File: config.mk
export PLATFORM = sky130hd
export DESIGN_NAME = score_engine
export DESIGN_NICKNAME = d
export VERILOG_FILES = /design/src/rtl/score_engine.sv
export SDC_FILE = /design/constraint.sdc
export NUM_CORES = 1
export LEC_CHECK = 0
export ABC_AREA = 1
export ABC_CLOCK_PERIOD_IN_PS = 4700
export BUFFER_PORTS_ARGS = -buffer_cell sky130_fd_sc_hd__buf_2
export CAP_MARGIN = 20
export CORE_ASPECT_RATIO = 2
export CORE_MARGIN = 2
export CORE_UTILIZATION = 55
export CTS_CLUSTER_DIAMETER = 50
export DETAILED_ROUTE_END_ITERATION = 16
export PLACE_DENSITY = 0.79
export SLEW_MARGIN = 20
export SYNTH_ARGS = -nofsm -noshare
export SYNTH_HDL_FRONTEND = slang
export SYNTH_SLANG_ARGS = --single-unit
File: constraint.sdc
create_clock -name clk -period 4.7 [get_ports clk]
set_clock_uncertainty 0.05 [all_clocks]
set_input_delay 0.235 -clock clk [delete_from_list [all_inputs] [get_ports clk]]
set_output_delay 0.235 -clock clk [all_outputs]
set_load 0.02 [all_outputs]
File: src/rtl/score_engine.sv
// +----------------------------------------------------------------------------+
// | score_engine: saturating score, ghost combo, high score, extra-life pulses |
// | Revision: 1.0                                                              |
// +----------------------------------------------------------------------------+
`default_nettype none

module score_engine #(
  parameter int SCORE_W    = 24,
  parameter int PELLET_PTS = 10,
  parameter int POWER_PTS  = 50,
  parameter int GHOST_BASE = 200,
  parameter int COMBO_MAX  = 3,
  parameter int LIFE_STEP  = 10000,
  parameter int MAX_BONUS  = 1
) (
  input  logic               clk,
  input  logic               reset,
  input  logic               clear,
  input  logic               freeze,
  input  logic               event_valid,
  input  logic [2:0]         event_type,
  input  logic [15:0]        fruit_pts,
  output logic [SCORE_W-1:0] score,
  output logic [SCORE_W-1:0] high_score,
  output logic [SCORE_W-1:0] last_award,
  output logic [2:0]         combo,
  output logic               extra_life,
  output logic               saturated
);

  localparam logic [2:0] EV_PELLET    = 3'd0;
  localparam logic [2:0] EV_POWER     = 3'd1;
  localparam logic [2:0] EV_GHOST     = 3'd2;
  localparam logic [2:0] EV_FRUIT     = 3'd3;
  localparam logic [2:0] EV_DOUBLE    = 3'd4;
  localparam logic [2:0] EV_POWER_END = 3'd5;

  localparam logic [SCORE_W-1:0] SCORE_MAX  = {SCORE_W{1'b1}};
  localparam logic [SCORE_W-1:0] PELLET_AWD = SCORE_W'(PELLET_PTS);
  localparam logic [SCORE_W-1:0] POWER_AWD  = SCORE_W'(POWER_PTS);
  localparam logic [SCORE_W-1:0] GHOST_AWD  = SCORE_W'(GHOST_BASE);
  localparam logic [SCORE_W:0]   LIFE_INC   = (SCORE_W+1)'(LIFE_STEP);
  localparam logic [2:0]         COMBO_TOP  = 3'(COMBO_MAX);
  localparam logic [3:0]         BONUS_CAP  = 4'(MAX_BONUS);

  logic [SCORE_W-1:0] score_q, score_d;
  logic [SCORE_W-1:0] high_q, high_d;
  logic [SCORE_W-1:0] award_q, award_d;
  logic [2:0]         combo_q, combo_d;
  logic               life_q, life_d;
  logic               sat_q, sat_d;
  logic [SCORE_W:0]   next_life_q, next_life_d;
  logic [3:0]         bonus_q, bonus_d;

  logic               add_en;
  logic [SCORE_W-1:0] add_val;
  logic [SCORE_W:0]   sum;

  always_comb begin
    score_d     = score_q;
    award_d     = award_q;
    combo_d     = combo_q;
    life_d      = 1'b0;
    sat_d       = sat_q;
    next_life_d = next_life_q;
    bonus_d     = bonus_q;
    add_en      = 1'b0;
    add_val     = '0;
    sum         = '0;

    if (clear) begin
      score_d     = '0;
      award_d     = '0;
      combo_d     = '0;
      sat_d       = 1'b0;
      next_life_d = LIFE_INC;
      bonus_d     = '0;
    end else if (!freeze) begin
      // Life check looks at the registered score, so a crossing pulses one cycle later
      if ({1'b0, score_q} >= next_life_q && bonus_q < BONUS_CAP) begin
        life_d      = 1'b1;
        next_life_d = next_life_q + LIFE_INC;
        bonus_d     = bonus_q + 4'd1;
      end

      if (event_valid) begin
        case (event_type)
          EV_PELLET: begin
            add_en  = 1'b1;
            add_val = PELLET_AWD;
          end
          EV_POWER: begin
            add_en  = 1'b1;
            add_val = POWER_AWD;
            combo_d = '0;
          end
          EV_GHOST: begin
            add_en  = 1'b1;
            add_val = GHOST_AWD << combo_q;
            combo_d = (combo_q >= COMBO_TOP) ? COMBO_TOP : combo_q + 3'd1;
          end
          EV_FRUIT: begin
            add_en  = 1'b1;
            add_val = SCORE_W'(fruit_pts);
          end
          EV_DOUBLE: begin
            award_d = score_q;
            score_d = score_q[SCORE_W-1] ? SCORE_MAX : (score_q << 1);
            sat_d   = sat_q | score_q[SCORE_W-1];
          end
          EV_POWER_END: begin
            combo_d = '0;
            award_d = '0;
          end
          default: ;
        endcase

        if (add_en) begin
          sum     = {1'b0, score_q} + {1'b0, add_val};
          award_d = add_val;
          if (sum[SCORE_W]) begin
            score_d = SCORE_MAX;
            sat_d   = 1'b1;
          end else begin
            score_d = sum[SCORE_W-1:0];
          end
        end
      end
    end

    high_d = (score_d > high_q) ? score_d : high_q;
  end

  always_ff @(posedge clk or posedge reset) begin
    if (reset) begin
      score_q     <= '0;
      high_q      <= '0;
      award_q     <= '0;
      combo_q     <= '0;
      life_q      <= 1'b0;
      sat_q       <= 1'b0;
      next_life_q <= LIFE_INC;
      bonus_q     <= '0;
    end else begin
      score_q     <= score_d;
      high_q      <= high_d;
      award_q     <= award_d;
      combo_q     <= combo_d;
      life_q      <= life_d;
      sat_q       <= sat_d;
      next_life_q <= next_life_d;
      bonus_q     <= bonus_d;
    end
  end

  assign score      = score_q;
  assign high_score = high_q;
  assign last_award = award_q;
  assign combo      = combo_q;
  assign extra_life = life_q;
  assign saturated  = sat_q;

endmodule

`default_nettype wire

==> metrics.txt, run 1 <==
ys flop type=dfrtp_1; maximum vdd drop=265 uV; register area share after synthesis=0.307; Netlist Area Pre-Place=between 8000 and 9000 um2; Die X=slightly above 90 um; RSZ-0062 raised after global routing=no; maxcap violations=0; max incr delay on CP=0.42 ns; Post-route DRC=0; initial antenna violation count=0; Post-Layout Cell Count=approximately 1600; final setup TNS=0 ns; clk root buf=clkbuf_16; Clock Latency Late Sink=~0.36 ns; Via-to-Cell Ratio=5.68; Final Setup Violations=0; CTS Buffer Depth=2; #FFs+latches synth=102; Worst Hold Slack=0.242 ns; FILL cells=between 1000 and 1500; Initial Utilization=0.563; Worst Max-Slew Pin Slew=0.801 ns; FMAX=roughly 220 MHz; post-synthesis instance total=roughly 1200; Distinct cells, synth=47; clock-pin slew on the worst setup and hold paths=approximately 0.07 ns; syn_nets=roughly 1300; vias in the first global route=slightly below 9000; Rel. slew slack=0.465; multi-input logic area=roughly 5000 um2; Critical Path RT=4.94 ns; die area=16200 um2; vias=~8800; fin. max-slew vios=0; wirelength, routed=about 28 mm; worst-path maximum fanout=12; Post-synth EDFFs=0; GRT Residual Overflow=0; Top Ports=101; PD cells=369 nW/um2; placeable core area=around 15000 um2; H-tree depth=3; Post-DP HPWL=approximately 22 mm; slowest CP cell=dfrtp_1; Antenna Cells=0; Avg Cell Area, Syn=6.73 um2; Final ANT Viol Nets=0; FFs w/ async S/R, synth=1.00; share of layout cells above drive strength 1=0.176; Row Count=63; Crit Path Class=flip-flop to flip-flop; Pre-Repair DR Iteration Count=7; yosys warns=0; CTS tree=yes; worst min path class=primary input to flip-flop; Sink Count=just over 100; drt wl/cell=18.2 um; Layout area overhead=15.1%; dpl ws=-0.0721 ns; final net count=around 1400; crit path DAT=approximately 4.7 ns; largest net degree at the start of global routing=58; status=complete, no violations; final period utilization=0.956; first-pass GRT wire length=43.9 mm; Setup WS post-layout=0.209 ns; final hold vios=0; min cycle time layout=4.49 ns; Num CTS Buffers=9; crit start category=flip-flop; Leak=5.16 nW; crit end category=flip-flop; GP Congestion=roughly 1.0; Placed Cells=around 1500; port bufs=100; sequential cell area=~2600 um2; Die Y=around 180 um; Initial DRC Count=about 730; Overall Global Routing Usage=0.348; R2R Setup Slk=0.21 ns
[per-stage QoR]
stage,power [mW],instance area (um2),utilization
after floorplan,2.12,8350,-
after global placement,2.63,9170,0.619
after detailed placement,2.65,9170,0.619
after CTS,3.48,9490,0.641
after global routing,3.75,9610,0.648
final,3.55,9610,0.648
[area by class of cell]
type                            instances  area share
Sequential cell                       102       0.266
Clock inverter                          4     0.00782
Clock buffer                           12      0.0246
Timing Repair Buffer                  135      0.0836
Multi-Input combinational cell        917       0.519
Tap cell                              195      0.0254
Inverter                              186      0.0729
[cell usage in the layout, fill, tap and decap left out, types with 3 or more instances in the layout]
master | Yosys | layout
nand2_1 | 392 | 390
inv_1 | 180 | 178
buf_2 | 9 | 100
dfrtp_1 | 97 | 97
nand3_1 | 81 | 81
nor2_1 | 80 | 75
ha_1 | 69 | 65
o21ai_0 | 59 | 56
a21oi_1 | 55 | 55
nand2_2 | 50 | 51
buf_4 | 2 | 30
nand4_1 | 20 | 20
a31oi_1 | 17 | 17
o22ai_1 | 17 | 17
xor2_1 | 17 | 17
clkbuf_16 | 0 | 10
o32ai_1 | 9 | 9
nor3_1 | 8 | 8
xnor2_1 | 6 | 6
nor2_2 | 3 | 5
inv_2 | 4 | 5
nand3b_1 | 5 | 5
dfstp_2 | 5 | 5
a21oi_2 | 4 | 4
nor2_4 | 1 | 4
nor3_2 | 3 | 3
o21ai_1 | 1 | 3
ha_2 | 0 | 3
clkbuf_1 | 19 | 3
[flip-flops by register name, indices dropped and copies added (netlist names)]
signal,cells
last_award,24
score,24
next_life_q,21
extra_life,1
bonus_q,4
high_score,24
saturated,1
combo,3
[cells in the mapped netlist (2+ instances only)]
master	number	area, um2
a21oi_1	55	275
a21oi_2	4	35.0
a31oi_1	17	106
and2_1	2	12.5
buf_1	3	11.3
buf_2	9	45.0
buf_4	2	15.0
buf_6	2	22.5
clkbuf_1	19	71.3
clkinv_1	2	7.51
dfrtp_1	97	2430
dfstp_2	5	131
ha_1	69	863
inv_1	180	676
inv_2	4	15.0
nand2_1	392	1470
nand2_2	50	313
nand3_1	81	405
nand3b_1	5	37.5
nand4_1	20	125
nor2_1	80	300
nor2_2	3	18.8
nor3_1	8	40.0
nor3_2	3	30.0
nor4_1	2	12.5
o21a_1	2	15.0
o21ai_0	59	295
o22ai_1	17	106
o32ai_1	9	78.8
xnor2_1	6	52.6
xor2_1	17	149
[critical path, delay by kind of cell (launching register included)]
kind	cells	cell delay, ns
compound gates	3	0.65
fa+ha+maj	4	1.11
simple gates	13	1.54
buf+inv	5	0.63
flops	1	0.42
[path summary, 6_finish.rpt]
| check | start | end | cells past startpoint |
|---|---|---|---|
| max reg2reg | combo[0] | high_score[23] | 25 |
| min | event_valid | saturated | 4 |
| max | combo[0] | high_score[23] | 25 |
| min in group asynchronous | reset | extra_life | 3 |
| min reg2reg | bonus_q[3] | bonus_q[3] | 2 |
| max in group asynchronous | reset | high_score[15] | 4 |
[cells by family (layout without fill, tap and decap cells)]
kind of cell,count (synthesis),after routing,synth area share
and+or+nand+nor,652,652,0.340
buffers and inverters,221,337,0.103
AOI/OAI and AO/OA,172,172,0.120
DFF,102,102,0.307
adders and majority gates,70,70,0.106
xor gates and xnor gates,23,23,0.0241
[power by group]
| group | switching, mW | internal, mW |
|---|---|---|
| clock network | 0.354 | 0.468 |
| logic | 1.04 | 0.510 |
| registers | 0.155 | 1.02 |
[per-layer routing]
layer	GRT usage	share of wire
met1	0.348	0.34
met3	0.0325	0.045
met5	0	0
met4	0.266	0.081
met2	0.652	0.53
[repair_timing]
action	in CTS	in global routing
buffers inserted	0	3
gates resized for setup	2	20
cloned	0	1
endpoints found under the setup margin	24	24
pin swaps	0	6
hold buffers	1	0
endpoints found under the hold margin	41	0
Note: power is estimated with default switching activity, not from simulation.
==> run 2: changes to the inputs <==
--- a/config.mk
+++ b/config.mk
@@ -9,10 +9,11 @@
 export ABC_CLOCK_PERIOD_IN_PS = 4700
 export BUFFER_PORTS_ARGS = -buffer_cell sky130_fd_sc_hd__buf_2
 export CAP_MARGIN = 20
-export CORE_ASPECT_RATIO = 2
+export CORE_ASPECT_RATIO = 1.2
 export CORE_MARGIN = 2
 export CORE_UTILIZATION = 55
 export CTS_CLUSTER_DIAMETER = 50
+export CTS_CLUSTER_SIZE = 20
 export DETAILED_ROUTE_END_ITERATION = 16
 export PLACE_DENSITY = 0.79
 export SLEW_MARGIN = 20
==> metrics.txt, run 2 (synthesis gave the netlist of run 1 again) <==
largest net degree at the start of global routing=66 (was 58); Num CTS Buffers=9 (unchanged); placed cell areas=9210 um2 (was 9170 um2); dpl ws=-0.126 ns (was -0.0721 ns); most frequent cells in the layout=390 x nand2_1, 177 x inv_1, 100 x buf_2, 96 x dfrtp_1, 81 x nand3_1 (was 390 x nand2_1, 178 x inv_1, 100 x buf_2, 97 x dfrtp_1, 81 x nand3_1); Setup WS post-layout=0.174 ns (was 0.209 ns); violated checks=hold timing; hold buffer count at cts=0 (was 1); H-tree depth=3 (unchanged); crit-path most repeated cell=nand2_2; worst min path class=primary input to asynchronous set/reset pin (was primary input to flip-flop); status=complete, but fails checks (was complete, no violations); GP Congestion=1.06 (was 1.05); internal power=2.08 mW (was 2.00 mW); Post-route DRC=0 (unchanged); first-pass GRT wire length=41.4 mm (was 43.9 mm); CTS Buffer Depth=2 (unchanged); Initial Utilization=0.560 (was 0.563); Pre-Repair DR Iteration Count=6 (was 7); Clk pwr share=0.230 (was 0.232); final hold vios=22 (was 0); Row Count=49 (was 63); Final ANT Viol Nets=0 (unchanged); final net count=1455 (was 1445); worst-path maximum fanout=11 (was 12); Antenna Cells=0 (unchanged); Clock Latency Late Sink=0.36 ns (about the same); crit end category=flip-flop (unchanged); port bufs=100 (unchanged); final setup TNS=0 ns (unchanged); commonest non-fill, non-tap cell in the layout=nand2_1 (unchanged); PD cells=372 nW/um2 (was 369 nW/um2); drt wl/cell=16.7 um (was 18.2 um); Crit Path Class=flip-flop to flip-flop (unchanged); Rel. slew slack=0.267 (was 0.465); clock-pin slew on the worst setup and hold paths=0.07 ns (about the same); fin area=9700 um2 (was 9610 um2); Critical Path RT=4.89 ns (was 4.94 ns); FMAX=221 MHz (was 223 MHz); share of total power in combinational logic=0.449 (was 0.436); crit start category=flip-flop (unchanged); initial antenna violation count=0 (unchanged); max incr delay on CP=0.39 ns (was 0.42 ns); crit path DAT=4.72 ns (was 4.73 ns); Post-DP HPWL=19.8 mm (was 21.9 mm); Via-to-Cell Ratio=5.53 (was 5.68); Layout area overhead=16.2% (was 15.1%); Top Ports=101 (unchanged); vias in the first global route=8086 (was 8715); Placed Cells=1543 (was 1530); share of layout cells above drive strength 1=0.185 (was 0.176); Switch Pwr=1.53 mW (was 1.55 mW); Post-Layout Cell Count=1570 (was 1551); Initial DRC Count=717 (was 733); min cycle time layout=4.53 ns (was 4.49 ns); Leak=5.21 nW (was 5.16 nW); GRT Residual Overflow=0 (unchanged); die area=16200 um2 (about the same); maximum vdd drop=616 uV (was 265 uV); Die Y=139 um (was 178 um); maxcap violations=0 (unchanged); Die X=116 um (was 91.1 um); slowest CP cell=dfrtp_1 (unchanged); CTS tree=yes (unchanged); wirelength, routed=26.2 mm (was 28.3 mm); Sink Count=102 (unchanged); Power Total=3.61 mW (was 3.55 mW); Worst Max-Slew Pin Slew=1.10 ns (was 0.801 ns); clk root buf=clkbuf_16 (unchanged); fin. max-slew vios=0 (unchanged); Worst Hold Slack=-0.0165 ns (was 0.242 ns); placeable core area=14900 um2 (was 14800 um2); final period utilization=0.963 (was 0.956); Final Setup Violations=0 (unchanged); Overall Global Routing Usage=0.330 (was 0.348); Flop pwr share=0.322 (was 0.332); Sw Ratio=0.425 (was 0.436); vias=8689 (was 8809)
## run 2: cell types whose count changed in the layout (fill, tap and decap cells not counted), moves of 2 or more
cell / previous run / this run
buf_4: 30 / 38
clkbuf_1: 3 / 0
ha_1: 65 / 68
buf_12: 1 / 3
clkinv_2: 0 / 2
clkinvlp_4: 2 / 4
ha_2: 3 / 1
nor2_2: 5 / 7
nor2_4: 4 / 2
nor3_1: 8 / 6
nor3_2: 3 / 5
## run 2: what timing repair did
item | 4_1_cts | 5_1_grt
cloned | 1 | 0
setup endpoints to repair | 24 | 24
pin swaps | 0 | 2
setup buffers | 3 | 7
gates resized for setup | 4 | 18
## run 2: worst max-delay path: cells and delay by family (launching register included)
kind | cells | cell delay [ns]
flops | 1 | 0.39
compound gates | 6 | 1.09
fa+ha+maj | 4 | 1.06
buf+inv | 6 | 0.78
simple gates | 12 | 1.02
## run 2: stage by stage
stage                      util  hold WS, ns
after floorplan               -        0.408
after global placement    0.618        0.395
after detailed placement  0.618        0.405
after CTS                 0.644       0.0207
after global routing      0.651       0.0587
final                     0.651      -0.0165
## run 2: power groups by stage
stage | Combinational (mW) | Sequential [mW] | Clock [mW]
2_1_floorplan | 0.842 | 1.28 | 0
3_3_place_gp | 1.34 | 1.17 | 0
3_5_place_dp | 1.37 | 1.17 | 0
4_1_cts | 1.57 | 1.16 | 0.831
5_1_grt | 1.78 | 1.18 | 0.862
6_report | 1.62 | 1.16 | 0.828
## run 2: area by class of cell
class,count,area [um2]
fill,1379,5190
multi-input combinational,917,4970
timing repair inverter,1,7.51
clock buffer,10,239
tap,204,255
sequential,102,2560
inverter,186,704
clock inverter,6,85.1
timing repair buffer,144,883
## run 2: routing by layer
metal  routed length [um]  GRT usage
met1                11100      0.447
met3                 1870     0.0472
met5                    0          0
met4                  948      0.150
met2                12200      0.521
## run 2: final timing paths
kind | startpoint | to | slack (ns) | cells past startpoint
max | combo[0] | high_score[22] | 0.17 | 28
min | reset | score[17] | -0.02 | 2
max reg2reg | combo[0] | high_score[22] | 0.17 | 28
min reg2reg | high_score[4] | high_score[4] | 0.46 | 2
max in group asynchronous | reset | combo[1] | 3.59 | 3
min in group clk | fruit_pts[15] | last_award[15] | 0.23 | 5
